==> src/rtl/jac_core_mc.sv <==
// Multi-cycle JAC core: FETCH/EXEC/OUT/HALT sequencer around PC, register file,
// ALU with Z/C flags, handshaked instruction fetch and a valid/ready output port.
module jac_core_mc #(
    parameter int DATA_WIDTH = 8,
    parameter int SEL_WIDTH  = 2,
    parameter int PC_WIDTH   = 8,
    parameter int IR_WIDTH   = 16
) (
    input  logic                  clk,
    input  logic                  sys_res,
    input  logic                  run,
    output logic                  imem_req,
    output logic [PC_WIDTH-1:0]   imem_addr,
    input  logic                  imem_ready,
    input  logic [IR_WIDTH-1:0]   imem_data,
    output logic [DATA_WIDTH-1:0] out_data,
    output logic                  out_valid,
    input  logic                  out_ready,
    output logic [PC_WIDTH-1:0]   pc,
    output logic                  flag_z,
    output logic                  flag_c,
    output logic                  halted,
    output logic                  err
);
    localparam int NREG = 2 ** SEL_WIDTH;

    localparam logic [1:0] S_FETCH = 2'd0;
    localparam logic [1:0] S_EXEC  = 2'd1;
    localparam logic [1:0] S_OUT   = 2'd2;
    localparam logic [1:0] S_HALT  = 2'd3;

    localparam logic [4:0] OP_LDI  = 5'd1;
    localparam logic [4:0] OP_MOV  = 5'd2;
    localparam logic [4:0] OP_ADD  = 5'd3;
    localparam logic [4:0] OP_SUB  = 5'd4;
    localparam logic [4:0] OP_AND  = 5'd5;
    localparam logic [4:0] OP_OR   = 5'd6;
    localparam logic [4:0] OP_XOR  = 5'd7;
    localparam logic [4:0] OP_ADDI = 5'd8;
    localparam logic [4:0] OP_JMP  = 5'd9;
    localparam logic [4:0] OP_JZ   = 5'd10;
    localparam logic [4:0] OP_JC   = 5'd11;
    localparam logic [4:0] OP_OUT  = 5'd12;
    localparam logic [4:0] OP_HALT = 5'd13;

    logic [1:0]            state;
    logic [IR_WIDTH-1:0]   ir;
    logic [DATA_WIDTH-1:0] regs [NREG];

    logic [4:0]            op;
    logic [SEL_WIDTH-1:0]  rd, rs;
    logic [DATA_WIDTH-1:0] imm, a, b;

    // rs and imm share low instruction bits; each opcode consumes only one.
    assign op  = ir[IR_WIDTH-1 -: 5];
    assign rd  = ir[IR_WIDTH-6 -: SEL_WIDTH];
    assign rs  = ir[IR_WIDTH-6-SEL_WIDTH -: SEL_WIDTH];
    assign imm = ir[DATA_WIDTH-1:0];
    assign a   = regs[rd];
    assign b   = regs[rs];

    assign imem_req  = (state == S_FETCH) && run;
    assign imem_addr = pc;

    logic [DATA_WIDTH:0]   wide;
    logic [DATA_WIDTH-1:0] res;
    logic                  wr_en, upd_flags, jump;

    // Carry/borrow comes from the extra top bit of wide; logic ops leave it 0.
    always_comb begin
        wide      = '0;
        res       = '0;
        wr_en     = 1'b0;
        upd_flags = 1'b0;
        jump      = 1'b0;
        case (op)
            OP_LDI:  begin res = imm; wr_en = 1'b1; end
            OP_MOV:  begin res = b;   wr_en = 1'b1; end
            OP_ADD:  begin
                wide = {1'b0, a} + {1'b0, b};
                res  = wide[DATA_WIDTH-1:0]; wr_en = 1'b1; upd_flags = 1'b1;
            end
            OP_SUB:  begin
                wide = {1'b0, a} - {1'b0, b};
                res  = wide[DATA_WIDTH-1:0]; wr_en = 1'b1; upd_flags = 1'b1;
            end
            OP_AND:  begin res = a & b; wr_en = 1'b1; upd_flags = 1'b1; end
            OP_OR:   begin res = a | b; wr_en = 1'b1; upd_flags = 1'b1; end
            OP_XOR:  begin res = a ^ b; wr_en = 1'b1; upd_flags = 1'b1; end
            OP_ADDI: begin
                wide = {1'b0, a} + {1'b0, imm};
                res  = wide[DATA_WIDTH-1:0]; wr_en = 1'b1; upd_flags = 1'b1;
            end
            OP_JMP:  jump = 1'b1;
            OP_JZ:   jump = flag_z;
            OP_JC:   jump = flag_c;
            default: ;
        endcase
    end

    always_ff @(posedge clk or posedge sys_res) begin
        if (sys_res) begin
            state     <= S_FETCH;
            pc        <= '0;
            ir        <= '0;
            flag_z    <= 1'b0;
            flag_c    <= 1'b0;
            out_data  <= '0;
            out_valid <= 1'b0;
            halted    <= 1'b0;
            err       <= 1'b0;
            for (int i = 0; i < NREG; i++) regs[i] <= '0;
        end else begin
            case (state)
                S_FETCH: if (run && imem_ready) begin
                    ir    <= imem_data;
                    pc    <= pc + PC_WIDTH'(1);
                    state <= S_EXEC;
                end
                S_EXEC: begin
                    state <= S_FETCH;
                    if (wr_en) regs[rd] <= res;
                    if (upd_flags) begin
                        flag_z <= (res == '0);
                        flag_c <= wide[DATA_WIDTH];
                    end
                    // Taken jump overrides the pc already advanced in FETCH.
                    if (jump) pc <= imm[PC_WIDTH-1:0];
                    if (op == OP_OUT) begin
                        out_data  <= a;
                        out_valid <= 1'b1;
                        state     <= S_OUT;
                    end else if (op == OP_HALT) begin
                        halted <= 1'b1;
                        state  <= S_HALT;
                    end else if (op > OP_HALT) begin
                        err    <= 1'b1;
                        halted <= 1'b1;
                        state  <= S_HALT;
                    end
                end
                S_OUT: if (out_ready) begin
                    out_valid <= 1'b0;
                    state     <= S_FETCH;
                end
                default: ;
            endcase
        end
    end
endmodule

==> config.mk <==
export PLATFORM = sky130hd
export DESIGN_NAME = jac_core_mc
export DESIGN_NICKNAME = d
export VERILOG_FILES = /design/src/rtl/jac_core_mc.sv
export SDC_FILE = /design/constraint.sdc
export NUM_CORES = 1
export LEC_CHECK = 0
export ABC_AREA = 1
export CAP_MARGIN = 20
export CORE_MARGIN = 5
export CORE_UTILIZATION = 50
export CTS_CLUSTER_DIAMETER = 50
export CTS_CLUSTER_SIZE = 25
export DETAILED_ROUTE_END_ITERATION = 10
export PLACE_DENSITY_LB_ADDON = 0.05
export SETUP_SLACK_MARGIN = 0.15
export SKIP_CTS_REPAIR_TIMING = 1
export SLEW_MARGIN = 40
export SYNTH_ARGS = -nofsm -noshare
export SYNTH_HDL_FRONTEND = slang
export SYNTH_SLANG_ARGS = --single-unit
==> constraint.sdc <==
create_clock -name clk -period 6.6 [get_ports clk]
set_clock_uncertainty 0.05 [all_clocks]
set_input_delay 0.66 -clock clk [delete_from_list [all_inputs] [get_ports clk]]
set_output_delay 0.66 -clock clk [all_outputs]
set_load 0.1 [all_outputs]
# Yosys cells after proc, flatten, opt, wreduce, memory -nomap -nowiden
# Index checks and enable logic that the tools add are counted.
totals:
  regBits: 71
  word_cells: 95
classes:
  bitwise: 7
  n_reduce_logical: 20
  n_lt_le_gt_ge: 4
  muxes: 28
  n_addsub: 4
  n_eq_ne: 19
op_table:
  columns: ["op", "count"]
  rows:
  - ["case mux 8 bit (8 select lines)", 1]
  - ["2-to-1 mux 8 bit", 7]
  - ["binary-select mux 8 bit (select 2 bit)", 2]
  - ["bitwise mux 32 bit", 1]
  - ["equality test 5 x 4 -> 1 bit, second input constant", 6]
  - ["case mux 9 bit (3 select lines)", 1]
  - ["equality test 5 x 3 -> 1 bit, second input constant", 4]
  - ["adder 8 x 8 -> 9 bit", 2]
  - ["demux 8 bit (select 2 bit)", 1]
  - ["case mux 8 bit (2 select lines)", 1]
  - ["AND reduction 3 bit", 4]
  - ["equality test 5 x 2 -> 1 bit, second input constant", 2]
  - ["2-to-1 mux 2 bit", 5]
  - ["subtractor 8 x 8 -> 9 bit", 1]
  - ["adder 8 x 1 -> 8 bit, second input constant", 1]
  - ["bitwise AND 8 bit", 1]
  - ["zero test 8 bit", 1]
  - ["OR 8 bit", 1]
  - ["AND reduction 2 bit", 4]
  - ["OR reduction 8 bit", 1]
  - ["bitwise XOR 8 bit", 1]
  - ["greater-or-equal comparator 3 bit, second input constant", 2]
  - ["2-to-1 mux 1 bit", 6]
  - ["!= test 2 bit, second input constant", 3]
  - ["17 further kinds", 23]

# Depth between registers and ports, before layout
# Gate-level depths: netlist of run 1.
depth:
  depth_word: 7
  ltp_mapped: 22
  depth_no_buf: 22

# Worst setup path before layout of run 1
# Ideal clock, no wire load.
synth_path:
  path_type: "register to register"
  startpoint: "reg ir[9]"
  endpoint: "reg flag_z"
  path_stages_with_launch: 17
  t_required_ns: 6.482
  setup_time_ns: 0.068
  arrival_time_ns: 2.595
  synth_period_minus_slack_ns: 2.712
  setup_slack_ns: 3.888
  cell_sequence: "dfrtp_1 > nand2_1 > clkinv_1 > a22o_1 > a21oi_1 > o21a_1 > inv_1 > fa_1 > xor2_1 > nor2_1 > nor2_1 > nand3_1 > nor2_1 > nand3_1 > nor2_1 > nand3_1 > nand2_1"
synth_between:
  elab_chain_len: 7
  word_cells_on_any_way: 12
  classes_between: "3 x add/sub; 4 x mux; 4 x bitwise; 1 x reduce/logical"
synth_lines:
  columns: ["element", "line_no", "rtl"]
  rows:
  - ["start: declaration", "47", "logic [IR_WIDTH-1:0] ir;"]
  - ["start signal: assignment", "116", "ir <= imem_data;"]
  - ["inverter 2 -> 3 bit (implied by the code) (*)", "59", "assign a = regs[rd];"]
  - ["binary-select mux 8 bit (select 2 bit) (*)", "59", null]
  - ["2-to-1 mux 8 bit (implied by the code) (*) (2 in series)", "59", null]
  - ["via a[1]", "52", "logic [DATA_WIDTH-1:0] imm, a, b;"]
  - ["adder 8 x 8 -> 9 bit, or another cell as far along", "91", "wide = {1'b0, a} + {1'b0, imm};"]
  - ["case mux 8 bit (8 select lines) (*)", "76", "case (op)"]
  - ["zero test 8 bit (*)", "124", "flag_z <= (res == '0);"]
  - ["end signal: assignment", "124", null]
  - ["end: declaration", "20", "output logic flag_z,"]
# Mark *: on every way through the listed nets, which the timed path passes. The rest lies on a longest branch. The select of a mux whose other input is x is not followed.
# A chain may end at the register's enable or synchronous reset.

# Worst setup path after layout of run 1
layout_path:
  startpoint: "reg ir[9]"
  endpoint: "reg regs[31] in the netlist's numbering"
layout_between:
  elab_chain_len: 7
  word_cells_on_any_way: 17
  classes_between: "3 x add/sub; 2 x order compare; 7 x mux; 4 x bitwise; 1 x reduce/logical"
layout_lines:
  columns: ["element", "line_no", "rtl"]
  rows:
  - ["inverter 2 -> 3 bit (implied by the code) (*)", "59", null]
  - ["binary-select mux 8 bit (select 2 bit) (*)", "59", null]
  - ["2-to-1 mux 8 bit (implied by the code) (*) (2 in series)", "59", null]
  - ["via a[6]", "52", null]
  - ["adder 8 x 8 -> 9 bit, or another cell as far along", "91", null]
  - ["case mux 8 bit (8 select lines) (*)", "76", null]
  - ["bitwise mux 32 bit (*)", "122", "if (wr_en) regs[rd] <= res;"]
  - ["end signal: indexed assignment", "122", null]
  - ["end: declaration", "48", "logic [DATA_WIDTH-1:0] regs [NREG];"]
# Marked as above.

==> results of run 1 <==
## report_power, final
part	internal, W	switching, W	total [W]	leakage (nW)
clock	0.000252	0.000178	0.000430	0.120
sequential	0.000564	0.000180	0.000744	0.914
combinational	0.000482	0.00139	0.00188	2.08
total	0.00130	0.00175	0.00305	3.11
## layout make-up
cell class | count | area (sq um)
repair buffers | 52 | 369.1
fillers | 1063 | 4682
inverters | 99 | 371.6
well taps | 140 | 175.2
clock buffers | 9 | 123.9
flip-flops and latches | 71 | 1777
multi-input cells | 576 | 3079
clock inverters | 7 | 120.1
## per-layer routing
metal | share of wire (%) | track usage (%)
met4 | 2.0 | 8.551
met2 | 46 | 40.09
met1 | 45 | 35.28
met3 | 6.5 | 5.517
met5 | 0 | 0
## registers in the layout (all words and copies together), names as in the netlist, 2 cells and up
signal and count:
out_data 8, state 2, regs 32, imem_addr 8, ir 16
## through the flow
step	hold slack (ns)	total power [W]	instance area, sq um
after CTS	0.4229	0.003039	6016
final	0.4207	0.003051	6016
after global routing	0.4646	0.003293	6016
after detailed placement	0.4044	0.002597	5772
after global placement	0.4085	0.002627	5916
after floorplan	0.4088	0.002212	5401
## worst max path at each step
| stage | slack [ns] | cells past startpoint | from | end |
|---|---|---|---|---|
| 6_report | 3.04 | 15 | ir[9] | regs[31] |
| 5_1_grt | 2.77 | 16 | ir[9] | flag_z |
| 4_1_cts | 3.10 | 15 | ir[9] | regs[31] |
| 3_5_place_dp | 3.12 | 15 | ir[9] | regs[31] |
| 3_3_place_gp | 3.13 | 15 | ir[9] | regs[23] |
| 2_1_floorplan | 3.89 | 16 | ir[9] | flag_z |
## cells in the final DEF (no fill, tap or decap), drive strengths merged, types with 4 or more instances in the layout
master / netlist / final
a21oi: 39 / 39
a22oi: 5 / 5
buf: 21 / 32
clkbuf: 8 / 9
clkdlybuf4s50: 0 / 20
dfrtp: 71 / 71
ha: 38 / 38
inv: 98 / 99
mux2: 5 / 5
nand2: 216 / 216
nand3: 83 / 83
nand4: 8 / 8
nor2: 82 / 82
o21a: 5 / 5
o21ai: 63 / 63
or2: 4 / 4
## worst register-to-register path, stage by stage (launching register included)
cell	delay [ns]
dfrtp_1	0.42
nor2_1	0.41
inv_1	0.18
o22ai_1	0.19
a21oi_1	0.06
o21ai_0	0.31
inv_1	0.16
ha_1	0.46
inv_1	0.15
a21oi_1	0.15
o21a_1	0.15
nand3_1	0.06
nand3_1	0.09
nand2_1	0.05
nor2_1	0.40
o21ai_1	0.14
## cells in the mapped netlist (3+ instances only)
cell type and instances:
fa_1 3, nand3_1 81, o21ai_1 21, inv_2 9, nor2_4 6, nand3b_1 3
ha_1 38, clkbuf_1 8, o21ai_0 42, nor2_2 7, o21a_1 5, buf_6 3
nand4_1 8, nand2_1 212, a21oi_1 39, nor2_1 69, dfrtp_1 71, o211ai_1 3
or2_2 4, a22oi_1 5, mux2_2 5, buf_2 9, xor2_1 3, inv_1 89
buf_4 9
## logic make-up (layout without fill, tap and decap cells)
logic type / after synthesis / count (layout) / synth area share [%]
muxes: 5 / 5 / 1.042
DFF: 71 / 71 / 32.89
AOI/OAI and AO/OA: 127 / 127 / 13.11
and+or+nand+nor: 399 / 399 / 32.24
xor gates and xnor gates: 4 / 4 / 0.6487
buffers and inverters: 128 / 167 / 10.15
adders and majority gates: 41 / 41 / 9.914
==> results.yml, run 1 <==
status:
  status: "finished, final reports clean"
cts:
  cts-buffers-inserted: 9
  htree_num_levels: 3
  clk_latency_ns: 0.37
  numClockSinks: 71
  clkSlewWorstSetupHoldPaths_ns: 0.08
  root_buffer: "clkbuf_8"
  tritoncts: "done"
  clk_path_buf_depth: 2
die:
  core_area_sq_um: 10700
  die-area_sq_um: 12980
  initial_core_util_pct: 50.49
  ios: 51
  num_rows: 38
  fp.dieW_microns: 113.9
  die_h_microns: 113.9
placement:
  gp_congestion: 0.9536
  place_ws_ns: 3.125
  dp.cells: 938
  portBuffers: 50
  hpwl_microns: 12290
critical_path:
  rr_startpoint: "ir[9]"
  cp.arrival_ns: 3.74
  worst_path_max_delay_cell: "ha_1"
  cpPeakStageDelay_ns: 0.46
  regToRegEndpoint: "regs[31]"
  crit_top_cell: "inv_1"
  path_cells: "nor2_1, inv_1, o22ai_1, a21oi_1, o21ai_0, inv_1, ha_1, inv_1, a21oi_1, o21a_1, nand3_1, nand3_1, nand2_1, nor2_1, o21ai_1"
  rr_worst_depth: 15
  crit_type: "flop to flop"
  reg2reg_slack_ns: 3.04
  worst_setup_path_end_kind: "flop"
  critPathBufInv: 3
  worst-path-max-fanout: 7
  crit_required_ns: 6.78
  path_delay_family: "simple AND/OR/NAND/NOR gates"
  cp-start-kind: "flop"
synthesis:
  synth_area_sq_um: 5401
  seq_area_frac_synth_pct: 32.89
  synth_ff_type: "dfrtp_1"
  synthArstFlopShare_pct: 100.0
  ys_ff_latch: 71
  syn_inst: 775
  syn_avg_cell_area_sq_um: 6.970
  ys_warn_count: 0
  synth_top_cell_by_area: "dfrtp_1"
  yosys.cell_types.count: 40
  synthTopCellsByArea: "dfrtp_1, nand2_1, ha_1, nand3_1, inv_1"
  synthesis.nets: 837
  synth_edf_count: 0
  synth_top_area_share_pct: 32.89
worst_hold_path:
  hp-class: "flop to flop"
  min_to: "err"
  min_from: "err"
  whs_path_depth: 1
timing:
  maxSlewViolCount: 0
  setup_violations: 0
  fin_crit_sh_pct: 53.92
  tightest_slew_ns: 0.8041
  final-hold-violation-count: 0
  relSlewSlack_pct: 45.83
  clock.fmax_ghz: 0.2810
  worst_slack_ns: 3.041
  timing.setup.tns_ns: 0
  post-route-min-period_ns: 3.559
  rsz0062_at_grt: "false"
pwr:
  p_leak_nw: 3.110
  ir_worst_vdd_v: 0.0004153
  p_per_area_nw_per_um2: 507.1
drt:
  drt_iter0_drc: 382
  ant_nets: 0
  drc: 0
  totalWireLength_microns: 15920
  dr.pass1.iters: 5
  via_per_inst: 5.456
  wire_per_inst_microns: 16.69
  routed-via-count: 5205
cells_and_area:
  diodes: 0
  drive_gt1_share_pct: 10.81
  layout.nets: 871
  area_growth_pct: 11.37
  fin_cells: 954
  post-route-util_pct: 56.23
run:
  cap_violations: 0
grt:
  antenna_found_initial: 0
  grt_max_degree: 72
  grtUsageTotal_pct: 25.59
  overflow: 0
  grt_pass1_vias: 4980
  grt_pass1_wl_microns: 25920
Power figures use the tool's default switching activity.
==> run 2, diff against run 1 <==
==> constraint.sdc (replaced) <==
create_clock -name clk -period 3.4 [get_ports clk]
set_clock_uncertainty 0.05 [all_clocks]
set_input_delay 0.34 -clock clk [delete_from_list [all_inputs] [get_ports clk]]
set_output_delay 0.34 -clock clk [all_outputs]
set_load 0.1 [all_outputs]
==> run 2 against run 1 <==
Compared with the run above: non-clock buffer count up 18; cell count up 1.9%; global-route usage up 0.21 points; hold slack worse by 0.095 ns; combinational power up 100%; wire length up 1.7%; maximum frequency up 16%; clock power up 59%; register-to-register slack worse by 2.7 ns; setup slack worse by 2.7 ns; flip-flop and latch count unchanged; first-iteration DRC count up 13%.
==> results.yml, run 2 (same netlist as run 1, synthesis figures left out) <==
status:
  status: "finished, final reports clean"
cts:
  numClockSinks: 71
  clk_path_buf_depth: 2
  htree_num_levels: 3
  cts-buffers-inserted: 9
  root_buffer: "clkbuf_8"
  tritoncts: "done"
  clkSlewWorstSetupHoldPaths_ns: 0.08
  clk_latency_ns: 0.36
run:
  cap_violations: 0
drt:
  wire_per_inst_microns: 16.67
  drc: 0
  ant_nets: 0
  drt_iter0_drc: 431
  dr.pass1.iters: 7
  via_per_inst: 5.396
  routed-via-count: 5245
  totalWireLength_microns: 16200
critical_path:
  crit_type: "flop to flop"
  worst-path-max-fanout: 5
  critPathBufInv: 5
  crit_required_ns: 3.64
  path_delay_family: "simple AND/OR/NAND/NOR gates"
  cp.arrival_ns: 3.31
  cpPeakStageDelay_ns: 0.41
  crit_top_cell: "nand2_1"
  path_cells: "inv_2, nand2_1, inv_2, a22oi_1, and2_1, inv_1, ha_2, inv_1, fa_1, inv_1, nand2_1, nand2_1, nand3_1, a21oi_2, nor2_1, nor2_1, nand2_1, nor2_1, nand3_1, nand2_1"
  worst_setup_path_end_kind: "flop"
  worst_path_max_delay_cell: "dfrtp_1"
  cp-start-kind: "flop"
cells_and_area:
  area_growth_pct: 13.67
  reg_top3: "regs (32), ir (16)"
  layout.nets: 889
  largest_reg_flops: 32
  fin_cells: 972
  fill_cells: 1077
  diodes: 0
  top_register: "regs"
  drive_gt1_share_pct: 14.42
  mostFrequentLayoutCells: "nand2_1, inv_1, nand3_1"
  layout_commonest_cell: "nand2_1"
grt:
  overflow: 0
  grt_pass1_wl_microns: 26210
  grt_pass1_vias: 5066
  use_met2_pct: 41.33
  use_met3_pct: 4.085
  grtUsageTotal_pct: 25.80
  grt-busiest-layer: "met2"
  antenna_found_initial: 0
  grt_util_met1_pct: 35.85
  grt_max_degree: 29
timing:
  maxSlewViolCount: 0
  timing.setup.tns_ns: 0
  post-route-min-period_ns: 3.070
  rsz0062_at_grt: "false"
  tightest_slew_ns: 0.7504
  worst_slack_ns: 0.3303
  holdWs_ns: 0.3253
  fin_crit_sh_pct: 90.29
  clock.fmax_ghz: 0.3258
  setup_violations: 0
  final-hold-violation-count: 0
  relSlewSlack_pct: 49.79
pwr:
  p_per_area_nw_per_um2: 963.5
  ir_worst_vdd_v: 0.0007098
  p_leak_nw: 3.171
die:
  num_rows: 38
  die-area_sq_um: 12980
  ios: 51
  initial_core_util_pct: 50.49
  die_h_microns: 113.9
  core_area_sq_um: 10700
  fp.dieW_microns: 113.9
placement:
  hpwl_microns: 12470
  portBuffers: 50
  dp.cells: 954
  gp_congestion: 1.009
  place_ws_ns: 0.1690
worst_hold_path:
  hp-class: "primary input to async pin"
[run 2: cell count changes in the layout (fill, tap and decap cells not counted), sizes merged]
| cell | change |
|---|---|
| inv | +2 |
| buf | +18 |
| bufinv | -2 |
[run 2: worst paths after layout]
path / from / end / slack, ns / depth (start not counted)
setup / recovery: ir[10] / flag_z / 0.33 / 20
hold / removal: sys_res / regs[25] / 0.33 / 2
setup reg to reg: ir[10] / flag_z / 0.33 / 20
hold reg to reg: err / err / 0.42 / 1
max in group asynchronous: sys_res / ir[9] / 2.22 / 3
min in group clk: err / err / 0.42 / 1
[run 2: power by group]
group | internal, W | total (W) | switching [W] | leakage, nW
clock network | 0.000340 | 0.000684 | 0.000344 | 0.0998
logic | 0.00104 | 0.00383 | 0.00279 | 2.16
registers | 0.00110 | 0.00140 | 0.000305 | 0.912
[run 2: metrics by stage]
stage,total power [W],util (%),instance area [sq um]
after floorplan,0.004293,-,5401
after global placement,0.005204,56.40,6033
after detailed placement,0.005138,55.04,5888
after CTS,0.005841,56.85,6082
after global routing,0.006395,57.39,6140
final,0.005915,57.39,6140
[run 2: layer usage]
metal  part of all wire [%]  up-vias
met5                      0        -
met4                    1.6        0
met3                    5.7       24
met2                     47      177
met1                     46     2436
li1                       -     2608
[run 2: layout make-up]
type	instances	area [sq um]	area share [%]
Inverter	99	371.6	6.053
Timing Repair Buffer	70	503.0	8.192
Clock buffer	9	123.9	2.018
Multi-Input combinational cell	576	3118	50.78
Sequential cell	71	1778	28.96
Clock inverter	7	70.07	1.141
Tap cell	140	175.2	2.853
